`config.mk`:
```
export PLATFORM = sky130hd
export DESIGN_NAME = arm_multicycle_ctrl
export DESIGN_NICKNAME = d
export VERILOG_FILES = /design/src/rtl/arm_ctrl_pkg.sv /design/src/rtl/arm_multicycle_ctrl_cond_check.sv /design/src/rtl/arm_multicycle_ctrl.sv
export SDC_FILE = /design/constraint.sdc
export NUM_CORES = 1
export LEC_CHECK = 0
export BUFFER_PORTS_ARGS = -buffer_cell sky130_fd_sc_hd__buf_4
export CAP_MARGIN = 20
export CORE_MARGIN = 2
export CORE_UTILIZATION = 30
export DETAILED_ROUTE_END_ITERATION = 7
export PLACE_DENSITY = 0.67
export SYNTH_ARGS = -nofsm -noshare
export SYNTH_HDL_FRONTEND = slang
export SYNTH_SLANG_ARGS = --single-unit
export TNS_END_PERCENT = 5
```
`constraint.sdc`:
```
create_clock -name clk -period 1.48 [get_ports clk]
set_input_delay 0.074 -clock clk [delete_from_list [all_inputs] [get_ports clk]]
set_output_delay 0.074 -clock clk [all_outputs]
set_load 0.005 [all_outputs]
```
`src/rtl/arm_ctrl_pkg.sv`:
```
// Shared types and encodings for the ARM multicycle controller.
// The optional extended ALU commands are enabled with the ARM_CTRL_EXT_ALU_EN macro.
package arm_ctrl_pkg;

  typedef enum logic [3:0] {
    FETCH    = 4'd0,
    DECODE   = 4'd1,
    MEMADR   = 4'd2,
    MEMREAD  = 4'd3,
    MEMWB    = 4'd4,
    MEMWRITE = 4'd5,
    EXECUTER = 4'd6,
    EXECUTEI = 4'd7,
    ALUWB    = 4'd8,
    BRANCH   = 4'd9,
    UNKNOWN  = 4'd10
  } state_t;

  // ALU operation codes (three bits so the extended EOR code fits)
  localparam logic [2:0] ALU_ADD = 3'd0;
  localparam logic [2:0] ALU_SUB = 3'd1;
  localparam logic [2:0] ALU_AND = 3'd2;
  localparam logic [2:0] ALU_ORR = 3'd3;
  localparam logic [2:0] ALU_EOR = 3'd4;

  // Condition field encodings
  localparam logic [3:0] COND_EQ = 4'h0;
  localparam logic [3:0] COND_NE = 4'h1;
  localparam logic [3:0] COND_CS = 4'h2;
  localparam logic [3:0] COND_CC = 4'h3;
  localparam logic [3:0] COND_MI = 4'h4;
  localparam logic [3:0] COND_PL = 4'h5;
  localparam logic [3:0] COND_VS = 4'h6;
  localparam logic [3:0] COND_VC = 4'h7;
  localparam logic [3:0] COND_HI = 4'h8;
  localparam logic [3:0] COND_LS = 4'h9;
  localparam logic [3:0] COND_GE = 4'hA;
  localparam logic [3:0] COND_LT = 4'hB;
  localparam logic [3:0] COND_GT = 4'hC;
  localparam logic [3:0] COND_LE = 4'hD;
  localparam logic [3:0] COND_AL = 4'hE;
  localparam logic [3:0] COND_NV = 4'hF;

  // Instruction class (IR[27:26])
  localparam logic [1:0] OP_DP  = 2'b00;
  localparam logic [1:0] OP_MEM = 2'b01;
  localparam logic [1:0] OP_BR  = 2'b10;
  localparam logic [1:0] OP_UND = 2'b11;

  // Data-processing command field (funct[4:1]) to ALU operation
  function automatic logic [2:0] alu_decode(input logic [3:0] cmd);
    logic [2:0] code;
    case (cmd)
      4'b0100: code = ALU_ADD;
      4'b0010: code = ALU_SUB;
      4'b0000: code = ALU_AND;
      4'b1100: code = ALU_ORR;
`ifdef ARM_CTRL_EXT_ALU_EN
      4'b0001: code = ALU_EOR;
      4'b1010: code = ALU_SUB;
`endif
      default: code = ALU_ADD;
    endcase
    return code;
  endfunction

endpackage

```
`src/rtl/arm_multicycle_ctrl_cond_check.sv`:
```
// Combinational ARM condition-code evaluator against NZCV flags.
module cond_check
  import arm_ctrl_pkg::*;
(
  input  logic [3:0] cond,
  input  logic [3:0] flags,
  output logic       condex
);

  logic n_f, z_f, c_f, v_f, ge;

  assign {n_f, z_f, c_f, v_f} = flags;
  assign ge = (n_f == v_f);

  // Evaluate the condition field; NV never executes
  always_comb begin
    condex = 1'b0;
    case (cond)
      COND_EQ: condex = z_f;
      COND_NE: condex = ~z_f;
      COND_CS: condex = c_f;
      COND_CC: condex = ~c_f;
      COND_MI: condex = n_f;
      COND_PL: condex = ~n_f;
      COND_VS: condex = v_f;
      COND_VC: condex = ~v_f;
      COND_HI: condex = c_f & ~z_f;
      COND_LS: condex = ~(c_f & ~z_f);
      COND_GE: condex = ge;
      COND_LT: condex = ~ge;
      COND_GT: condex = ~z_f & ge;
      COND_LE: condex = ~(~z_f & ge);
      COND_AL: condex = 1'b1;
      default: condex = 1'b0;
    endcase
  end

endmodule

```
`src/rtl/arm_multicycle_ctrl.sv`:
```
// Multicycle ARM controller: FETCH/DECODE/EXECUTE/WRITEBACK sequencing with
// conditional execution and an internal NZCV register.
// Define ARM_CTRL_EXT_ALU_EN to add EOR and CMP commands (requires ALUCTRL_W >= 3).
module arm_multicycle_ctrl
  import arm_ctrl_pkg::*;
#(
  parameter int ALUCTRL_W     = 2,
  parameter int COND_EXEC     = 1,
  parameter int TRAP_ON_UNDEF = 0
) (
  input  logic                 clk,
  input  logic                 reset,
  input  logic [3:0]           cond,
  input  logic [1:0]           op,
  input  logic [5:0]           funct,
  input  logic [3:0]           rd,
  input  logic [3:0]           ALUFlags,
  output logic                 PCWrite,
  output logic                 MemWrite,
  output logic                 RegWrite,
  output logic                 IRWrite,
  output logic                 AdrSrc,
  output logic                 ALUSrcA,
  output logic [1:0]           ALUSrcB,
  output logic [1:0]           ResultSrc,
  output logic [1:0]           ImmSrc,
  output logic [1:0]           RegSrc,
  output logic [ALUCTRL_W-1:0] ALUControl,
  output logic [3:0]           Flags,
  output logic                 Illegal
);

`ifdef ARM_CTRL_EXT_ALU_EN
  generate
    if (ALUCTRL_W < 3) begin : g_width_check
      $error("arm_multicycle_ctrl: ALUCTRL_W must be >= 3 with extended ALU commands");
    end
  endgenerate
`endif

  state_t     state_q, state_d;
  logic [3:0] flags_q, flags_d;
  logic       condex_q, condex_d;
  logic       cond_ok;

  logic       next_pc, branch, reg_w, mem_w, ir_w;
  logic [2:0] alu_op;
  logic [2:0] cmd_alu;
  logic       is_cmp;
  logic       is_rd_pc;

  cond_check u_cond_check (
    .cond   (cond),
    .flags  (flags_q),
    .condex (cond_ok)
  );

  assign cmd_alu  = alu_decode(funct[4:1]);
  assign is_rd_pc = (rd == 4'hF);
`ifdef ARM_CTRL_EXT_ALU_EN
  assign is_cmp = (funct[4:1] == 4'b1010);
`else
  assign is_cmp = 1'b0;
`endif

  // State, flag and condition latch registers
  always_ff @(posedge clk) begin
    if (reset) begin
      state_q  <= FETCH;
      flags_q  <= 4'b0000;
      condex_q <= 1'b0;
    end else begin
      state_q  <= state_d;
      flags_q  <= flags_d;
      condex_q <= condex_d;
    end
  end

  // Next-state and per-state datapath control decode
  always_comb begin
    state_d   = state_q;
    flags_d   = flags_q;
    condex_d  = condex_q;
    next_pc   = 1'b0;
    branch    = 1'b0;
    reg_w     = 1'b0;
    mem_w     = 1'b0;
    ir_w      = 1'b0;
    AdrSrc    = 1'b0;
    ALUSrcA   = 1'b0;
    ALUSrcB   = 2'b00;
    ResultSrc = 2'b00;
    ImmSrc    = 2'b00;
    RegSrc    = 2'b00;
    alu_op    = ALU_ADD;
    Illegal   = 1'b0;
    case (state_q)
      FETCH: begin
        ir_w      = 1'b1;
        ALUSrcA   = 1'b1;
        ALUSrcB   = 2'b10;
        ResultSrc = 2'b10;
        next_pc   = 1'b1;
        state_d   = DECODE;
      end
      DECODE: begin
        ALUSrcA   = 1'b1;
        ALUSrcB   = 2'b10;
        ResultSrc = 2'b10;
        ImmSrc    = (op == OP_UND) ? 2'b00 : op;
        RegSrc    = {(op == OP_MEM) & ~funct[0], (op == OP_BR)};
        // Condition is resolved here so an EXECUTE flag update cannot
        // change this instruction's own writeback.
        condex_d  = (COND_EXEC != 0) ? cond_ok : 1'b1;
        case (op)
          OP_MEM:  state_d = MEMADR;
          OP_DP:   state_d = funct[5] ? EXECUTEI : EXECUTER;
          OP_BR:   state_d = BRANCH;
          default: state_d = UNKNOWN;
        endcase
      end
      MEMADR: begin
        ALUSrcB = 2'b01;
        state_d = funct[0] ? MEMREAD : MEMWRITE;
      end
      MEMREAD: begin
        AdrSrc  = 1'b1;
        state_d = MEMWB;
      end
      MEMWB: begin
        ResultSrc = 2'b01;
        reg_w     = 1'b1;
        state_d   = FETCH;
      end
      MEMWRITE: begin
        AdrSrc  = 1'b1;
        mem_w   = 1'b1;
        state_d = FETCH;
      end
      EXECUTER, EXECUTEI: begin
        ALUSrcB = (state_q == EXECUTEI) ? 2'b01 : 2'b00;
        alu_op  = cmd_alu;
        if (condex_q && (funct[0] || is_cmp)) begin
          flags_d[3:2] = ALUFlags[3:2];
          if (cmd_alu == ALU_ADD || cmd_alu == ALU_SUB)
            flags_d[1:0] = ALUFlags[1:0];
        end
        state_d = ALUWB;
      end
      ALUWB: begin
        reg_w   = ~is_cmp;
        state_d = FETCH;
      end
      BRANCH: begin
        ALUSrcB   = 2'b01;
        ResultSrc = 2'b10;
        branch    = 1'b1;
        state_d   = FETCH;
      end
      UNKNOWN: begin
        Illegal = 1'b1;
        state_d = (TRAP_ON_UNDEF != 0) ? UNKNOWN : FETCH;
      end
      default: state_d = FETCH;
    endcase
  end

  // Write enables are conditioned and held off during the reset cycle
  assign MemWrite   = ~reset & mem_w & condex_q;
  assign RegWrite   = ~reset & reg_w & condex_q & ~is_rd_pc;
  assign PCWrite    = ~reset & (next_pc | (condex_q & (branch | (reg_w & is_rd_pc))));
  assign IRWrite    = ~reset & ir_w;
  assign ALUControl = ALUCTRL_W'(alu_op);
  assign Flags      = flags_q;

endmodule
```
==> results.py, run 1 <==
metrics = {
    "grt": {
        "grt_max_degree": 20,
        "track_usage_pct": 16.5,
        "grt_antenna_before_repair": 0,
        "grt-ovfl-total": 0,
        "grt_pass1_vias": 965,
        "grt_pass1_wl_um": 4320,
    },
    "timing": {
        "hold_viol": 0,
        "min_period_over_period_pct": 107,
        "max-slew-margin-rel_pct": 70.7,
        "slew_viol_final": 0,
        "fmaxAchievable_mhz": 631,
        "totalNegativeSetupSlack_ps": -305,
        "rsz0062_at_grt": "yes",
        "setup_viol": 5,
        "worstMarginPinSlew_ps": 434,
        "setup_slack_ps": -104,
        "fin_crit_ps": 1580,
        "skew_ps": 0.493,
        "whs_ps": 60.2,
    },
    "yosys": {
        "netlist_area_sq_um": 860,
        "syn_nets": 143,
        "synthFlopType": "dfxtp_1",
        "synth_edf_count": 0,
        "netlist.area_leader.share_pct": 21.0,
        "synth_top_cell_by_area": "dfxtp_1",
        "synth_warnings": 0,
        "syn_area_per_cell_sq_um": 7.10,
        "synth_seq_cells": 9,
        "synth_cell_type_count": 42,
        "syn_inst": 121,
        "synthTopCellsByArea": "dfxtp_1, nor3_1, nor2b_1",
        "async_reset_ff_share_pct": 0,
        "yosysSeqAreaShare_pct": 21.0,
    },
    "final_layout": {
        "diodes": 0,
        "final_area_sq_mm": 0.00138,
        "n_fill_cell": 263,
        "drive_above_1_share_pct": 47.1,
        "layout-area-overhead-vs-synth_pct": 60.8,
        "nNetsFinal": 195,
        "utilization_pct": 50.6,
    },
    "detailed_routing": {
        "vias": 1076,
        "postRouteAntennaNets": 0,
        "drt-wirelength-per-cell_um": 13.3,
        "wl_um": 2700,
        "drc": 0,
        "avgViaCountPerCell": 5.30,
        "drtIter0Drc": 37,
        "firstDrtPassIters": 4,
    },
    "cts": {
        "cts.clk_slew.worst_paths_ps": 60,
        "cts_max_level": 1,
        "cts_hold_buffers": 0,
        "cts_tree": "built",
        "cts_made_buffers": 3,
        "cts_buffer_depth": 2,
        "root_buffer": "clkbuf_4",
        "clock-sinks": 9,
        "clkLatencyLatePin_ps": 260,
    },
    "worst_setup_path": {
        "crit_arrival_ps": 1510,
        "critPathCaptureType": "primary output",
        "rrSetupSlack_ps": -40,
        "path_max_fanout": 7,
        "worstReg2RegEnd": "condex_q",
        "r2r-start": "state_q[2]",
        "start_kind": "flip-flop",
        "cp.required_ps": 1410,
        "path_class": "reg2out",
        "rr_worst_depth": 4,
    },
    "worst_hold_path": {
        "hold_depth": 3,
        "hold_end": "Flags[1]",
        "worstHoldStart": "ALUFlags[1]",
        "hold_path_class": "in2reg",
    },
    "die": {
        "start_util_pct": 31.4,
        "die_h_um": 57.5,
        "core_sq_mm": 0.00273,
        "die_area_sq_mm": 0.00331,
        "std_cell_rows": 19,
        "die_w_um": 57.5,
        "io_pins": 43,
    },
    "placed_design": {
        "hpwl_um": 1990,
        "place_area_sq_mm": 0.00126,
        "io_buffers": 42,
        "place.gp.congestion": 0.813,
    },
    "run": {
        "maxCapViolCount": 0,
    },
    "run_status": {
        "outcome": "complete, but fails checks",
        "violations": "negative setup slack",
    },
    "power": {
        "p_leak_nw": 0.596,
        "power_density_mw_per_mm2": 587,
        "irDropWorstVdd_uv": 423,
    },
}
## what timing repair did
item | 4_1_cts | 5_1_grt
setup endpoints to repair | 10 | 13
pin swaps | 2 | 0
gates cloned | 0 | 0
resized for setup | 13 | 4
setup buffers | 3 | 0
## worst max-delay path: stages, from the launching register on
cell	delay, ps
dfxtp_2	320
buf_6	130
nand2b_4	140
a2111o_1	420
nor2b_1	120
buf_4	120
## per-stage QoR
stage / worst slack, ps / total power, mW / std cells
2_1_floorplan: -24.7 / 0.428 / 121
3_3_place_gp: 20.2 / 0.576 / 196
3_5_place_dp: 9.73 / 0.583 / 196
4_1_cts: -103 / 0.799 / 203
5_1_grt: -178 / 0.860 / 203
6_report: -104 / 0.811 / 203
## area by class of cell
class                   count  area [sq um]  share of cell area, %
multi-input cells         100           683                   49.4
repair buffers             57           439                   31.8
inverters                   2          7.51                  0.543
flip-flops and latches      9           188                   13.6
well taps                  31          38.8                   2.81
clock buffers               4          26.3                   1.90
## logic make-up (layout without fill, tap and decap cells)
kind of cell	Yosys count	in the layout	share of synthesized area, %
buffers and inverters	12	63	6.84
DFF	9	9	21.0
muxes	2	2	2.33
AOI/OAI and AO/OA	25	25	20.1
xor gates and xnor gates	5	5	5.10
and+or+nand+nor	68	68	44.7
## state kept, by name, summed over array words and instances (netlist names)
register and flops:
Flags 4, condex_q 1, state_q 4
## cell usage in the layout, fill, tap and decap left out, types with 3 or more instances in the layout
cell and count:
nor2b_1 5, clkbuf_4 3, o21ai_0 5, buf_4 54, nand2_1 9, nand3_1 4
dfxtp_2 3, dfxtp_1 5, a21oi_1 7, nand3b_1 3, nand2b_1 4, nor2_1 9
xnor2_1 3, nor3_1 10, buf_6 3
## per-layer routing
| layer | vias up | part of all wire, % | track usage [%] |
|---|---|---|---|
| met5 | - | 0 | 0 |
| met1 | 489 | 43 | 19.5 |
| li1 | 540 | - | - |
| met2 | 42 | 50 | 30.0 |
| met4 | 0 | 0.59 | 2.99 |
| met3 | 5 | 6.2 | 4.31 |
## worst max path at each step
stage / start / to / slack (ps)
floorplan: state_q[2] / condex_q / -20
global placement: Flags[0] / condex_q / 20
detailed placement: state_q[2] / condex_q / 10
CTS: state_q[3] / RegWrite / -100
global route: state_q[3] / RegWrite / -180
finish: state_q[3] / RegWrite / -100
## power breakdown
part | total (mW) | leakage [nW] | internal (mW) | switching [mW]
Sequential | 0.266 | 0.0756 | 0.255 | 0.0113
Combinational | 0.355 | 0.505 | 0.191 | 0.165
Clock | 0.189 | 0.0150 | 0.104 | 0.0856
Total | 0.811 | 0.596 | 0.549 | 0.262
## synth_stat cells, drive strengths merged (3+ instances only)
cell type and n:
nor3b 3, nand3b 3, o21ai 6, nor3 11, nor2 11, xnor2 3
clkbuf 7, a21oi 7, nand3 4, buf 3, nand2b 7, dfxtp 9
nor2b 7, nand2 10
Power figures use the tool's default switching activity.
==> inputs of run 2 (changes only) <==
--- a/config.mk
+++ b/config.mk
@@ -7,6 +7,7 @@
 export LEC_CHECK = 0
 export BUFFER_PORTS_ARGS = -buffer_cell sky130_fd_sc_hd__buf_4
 export CAP_MARGIN = 20
+export CORE_ASPECT_RATIO = 0.75
 export CORE_MARGIN = 2
 export CORE_UTILIZATION = 30
 export DETAILED_ROUTE_END_ITERATION = 7
==> results.py, run 2 (synthesis results as in run 1) <==
metrics = {
    "run_status": {
        "outcome": "complete, but fails checks",
        "violations": "negative setup slack",
    },
    "grt": {
        "grt_pass1_vias": 1032,
        "grt_max_degree": 20,
        "track_usage_pct": 18.4,
        "grt-ovfl-total": 0,
        "grt_pass1_wl_um": 4800,
        "grt_antenna_before_repair": 0,
    },
    "timing": {
        "slew_viol_final": 0,
        "fin_crit_ps": 1600,
        "fmaxAchievable_mhz": 626,
        "min_period_over_period_pct": 108,
        "setup_viol": 6,
        "whs_ps": 79.1,
        "max-slew-margin-rel_pct": 78.1,
        "skew_ps": 1.17,
        "rsz0062_at_grt": "yes",
        "hold_viol": 0,
        "worstMarginPinSlew_ps": 324,
        "totalNegativeSetupSlack_ps": -400,
        "setup_slack_ps": -118,
    },
    "worst_setup_path": {
        "crit_family": "compound AO/OA/AOI/OAI gates",
        "slowest_stage": "a2111o_1",
        "critPathMaxStageDelay_ps": 440,
        "path_buf_inv": 2,
        "critPathCaptureType": "primary output",
        "start_kind": "flip-flop",
        "path_max_fanout": 6,
        "crit_arrival_ps": 1520,
        "crit_path_start": "state_q[3]",
        "path_class": "reg2out",
        "cp.required_ps": 1410,
        "r2r-start": "Flags[0]",
        "crit_chain": "buf_6 -> nand2b_4 -> a2111o_1 -> o21ai_1 -> buf_4",
    },
    "cts": {
        "cts_buffer_depth": 2,
        "cts_max_level": 1,
        "root_buffer": "clkbuf_8",
        "cts_hold_buffers": 0,
        "cts.clk_slew.worst_paths_ps": 50,
        "clkLatencyLatePin_ps": 240,
        "cts_tree": "built",
        "cts_made_buffers": 3,
        "clock-sinks": 9,
    },
    "placed_design": {
        "place.gp.congestion": 0.795,
        "io_buffers": 42,
        "place_ws_ps": 7.46,
        "hpwl_um": 2070,
    },
    "final_layout": {
        "drive_above_1_share_pct": 44.3,
        "utilization_pct": 53.1,
        "final_common_cell": "buf_4",
        "layout-area-overhead-vs-synth_pct": 64.3,
        "diodes": 0,
        "nNetsFinal": 197,
        "final_cell_mix": "buf_4, nor2_1, nor3_1, nand2_1, a21oi_1",
    },
    "die": {
        "die_h_um": 50.4,
        "io_pins": 43,
        "core_sq_mm": 0.00266,
        "die_w_um": 65.8,
        "start_util_pct": 32.3,
        "std_cell_rows": 16,
        "die_area_sq_mm": 0.00331,
    },
    "detailed_routing": {
        "wl_um": 2830,
        "drc": 0,
        "firstDrtPassIters": 4,
        "postRouteAntennaNets": 0,
        "vias": 1080,
        "drtIter0Drc": 61,
        "avgViaCountPerCell": 5.14,
        "drt-wirelength-per-cell_um": 13.5,
    },
    "run": {
        "maxCapViolCount": 0,
    },
    "power": {
        "total_power_mw": 0.926,
        "irDropWorstVdd_uv": 368,
        "power_density_mw_per_mm2": 656,
        "p_leak_nw": 0.609,
    },
    "worst_hold_path": {
        "worstHoldStart": "ALUFlags[1]",
        "hold_path_class": "in2reg",
    },
}
-- run 2: report_power, final --
group          total (mW)  internal [mW]  switching (mW)
Clock               0.296          0.189           0.108
Combinational       0.360          0.196           0.164
Sequential          0.269          0.255          0.0140
Total               0.926          0.640           0.286
-- run 2: area by class of cell --
class	count	area, sq um
Clock buffer	4	45.0
Fill cell	258	1250
Inverter	2	7.51
Multi-Input combinational cell	100	664
Sequential cell	9	188
Tap cell	36	45.0
Timing Repair Buffer	59	463
-- run 2: per-layer routing --
metal	global-route usage (%)	vias up	routed length (um)
li1	-	541	-
met1	24.7	499	1270
met5	0	-	0
met4	3.13	0	12
met2	29.1	37	1350
met3	5.83	3	204
-- run 2: tightest hold or removal path, stage by stage --
cell and delay [ps]:
buf_4 80, mux2i_1 60, nor2_1 70
-- run 2: path summary, 6_finish.rpt --
check	to	slack, ps	cells past startpoint
setup / recovery	PCWrite	-120	5
hold / removal	Flags[1]	80	3
setup reg to reg	condex_q	-10	4
hold reg to reg	Flags[1]	600	2
-- run 2: what timing repair did --
action                                  4_1_cts  5_1_grt
gates resized for setup                       7        3
endpoints found under the setup margin        9       11
buffers inserted                              4        1
pin swaps                                     2        0
-- run 2: stage by stage --
stage	instances	cell area [sq um]
after floorplan	121	870
after global placement	201	1280
after detailed placement	201	1280
after CTS	209	1390
after global routing	210	1410
final	210	1410
==> inputs of run 3 (changes only) <==
--- a/config.mk
+++ b/config.mk
@@ -11,7 +11,7 @@
 export CORE_MARGIN = 2
 export CORE_UTILIZATION = 30
 export DETAILED_ROUTE_END_ITERATION = 7
-export PLACE_DENSITY = 0.67
+export PLACE_DENSITY = 0.65
 export SYNTH_ARGS = -nofsm -noshare
 export SYNTH_HDL_FRONTEND = slang
 export SYNTH_SLANG_ARGS = --single-unit
==> results.py, run 3 (synthesis results as in run 1) <==
metrics = {
    "worst_setup_path": {
        "worstReg2RegEnd": "condex_q",
        "path_max_fanout": 5,
        "start_kind": "flip-flop",
        "cp.depth": 5,
        "critPathMaxStageDelay_ps": 420,
        "r2r-start": "Flags[0]",
        "cp.required_ps": 1410,
        "slowest_stage": "a2111o_1",
        "crit_arrival_ps": 1470,
        "path_buf_inv": 2,
        "rrSetupSlack_ps": 10,
        "critPathCaptureType": "primary output",
        "crit_chain": "buf_6 -> nand2b_4 -> a2111o_1 -> o21ai_1 -> buf_4",
        "rr_worst_depth": 4,
        "crit_family": "compound AO/OA/AOI/OAI gates",
        "path_class": "reg2out",
    },
    "cts": {
        "root_buffer": "clkbuf_8",
        "cts_buffer_depth": 2,
        "cts_hold_buffers": 0,
        "cts_tree": "built",
        "cts.clk_slew.worst_paths_ps": 40,
        "cts_max_level": 1,
        "clkLatencyLatePin_ps": 230,
        "cts_made_buffers": 3,
        "clock-sinks": 9,
    },
    "grt": {
        "grt_antenna_before_repair": 0,
        "track_usage_pct": 16.6,
        "grt_pass1_vias": 951,
        "grt_max_degree": 13,
        "grt_pass1_wl_um": 4260,
        "grt-ovfl-total": 0,
    },
    "power": {
        "combPwrFrac_pct": 40.6,
        "internal_power_mw": 0.656,
        "p_leak_nw": 0.650,
        "clock_power_share_pct": 30.5,
        "total_power_mw": 0.934,
        "p_switching_mw": 0.278,
        "p_seq_share_pct": 28.9,
        "power_density_mw_per_mm2": 634,
        "irDropWorstVdd_uv": 433,
        "power_switching_share_pct": 29.8,
    },
    "die": {
        "std_cell_rows": 16,
        "die_h_um": 50.4,
        "start_util_pct": 32.3,
        "io_pins": 43,
        "core_sq_mm": 0.00266,
        "die_w_um": 65.8,
        "die_area_sq_mm": 0.00331,
    },
    "worst_hold_path": {
        "worstHoldStart": "ALUFlags[1]",
        "hold_depth": 3,
        "hold_path_class": "in2reg",
        "hold_end": "Flags[1]",
    },
    "final_layout": {
        "final_cell_mix": "buf_4, nor3_1, nor2_1",
        "nNetsFinal": 204,
        "layout-area-overhead-vs-synth_pct": 71.5,
        "drive_above_1_share_pct": 50.3,
        "final_area_sq_mm": 0.00147,
        "final_common_cell": "buf_4",
        "utilization_pct": 55.4,
        "diodes": 0,
    },
    "detailed_routing": {
        "drtIter0Drc": 43,
        "wl_um": 2800,
        "firstDrtPassIters": 4,
        "avgViaCountPerCell": 5.09,
        "drt-wirelength-per-cell_um": 12.9,
        "route.top_layer_used": "met4",
        "drt-met1-wl_um": 1290,
        "vias": 1104,
        "drc": 0,
        "wl_met2_um": 1340,
        "route.met3.wl_um": 151,
        "postRouteAntennaNets": 0,
    },
    "run": {
        "maxCapViolCount": 0,
    },
    "timing": {
        "max-slew-margin-rel_pct": 75.4,
        "fin_crit_ps": 1550,
        "rsz0062_at_grt": "yes",
        "whs_ps": 92.7,
        "hold_viol": 0,
        "min_period_over_period_pct": 104,
        "slew_viol_final": 0,
        "fmaxAchievable_mhz": 647,
        "worstMarginPinSlew_ps": 365,
        "skew_ps": 1.13,
        "setup_slack_ps": -65.2,
        "setup_viol": 4,
    },
    "placed_design": {
        "hpwl_um": 2010,
        "place_area_sq_mm": 0.00128,
        "place.gp.congestion": 0.803,
        "place_ws_ps": 8.09,
        "io_buffers": 42,
    },
    "run_status": {
        "outcome": "complete, but fails checks",
        "violations": "negative setup slack",
    },
}
==> run 3: worst max path at each step <==
stage | from | to | slack, ps
4_1_cts | state_q[3] | PCWrite | -60
5_1_grt | state_q[3] | ALUControl[1] | -130
3_5_place_dp | Flags[2] | condex_q | 8
3_3_place_gp | Flags[0] | condex_q | 30
2_1_floorplan | state_q[2] | condex_q | -20
6_report | state_q[2] | PCWrite | -70
==> run 3: cell type report <==
class                      instances  area, sq um
timing repair buffer              66          510
fill                             244         1190
inverter                           2         7.51
tap                               36         45.0
multi-input combinational        100          676
sequential                         9          190
clock buffer                       4         45.0
==> run 3: tightest hold or removal path: cells and delay by family <==
kind                   cells  cell delay, ps
buffers and inverters      1              80
AND/OR/NAND/NOR            1              80
multiplexers               1              60
==> run 3: per-layer routing <==
layer,vias to the layer above,global-route usage (%)
met2,26,27.8
li1,556,-
met5,-,0
met3,4,6.05
met1,518,20.2
met4,0,4.17
==> run 3: what timing repair did <==
| item | CTS | global route |
|---|---|---|
| buffers inserted | 4 | 7 |
| pin swaps | 2 | 2 |
| gates resized for setup | 8 | 13 |
| setup endpoints to repair | 6 | 10 |
| hold endpoints to repair | 0 | 0 |
==> run 3: power groups by stage <==
stage,combinational [mW],sequential [mW],clock [mW]
floorplan,0.158,0.270,0
global placement,0.307,0.271,0
detailed placement,0.314,0.271,0
CTS,0.342,0.268,0.291
global route,0.411,0.273,0.300
finish,0.379,0.270,0.285
==> run 3: through the flow <==
| step | TNS [ps] | instances |
|---|---|---|
| after floorplan | -24.7 | 121 |
| after global placement | 0 | 202 |
| after detailed placement | 0 | 202 |
| after CTS | -169 | 210 |
| after global routing | -574 | 217 |
| final | -176 | 217 |
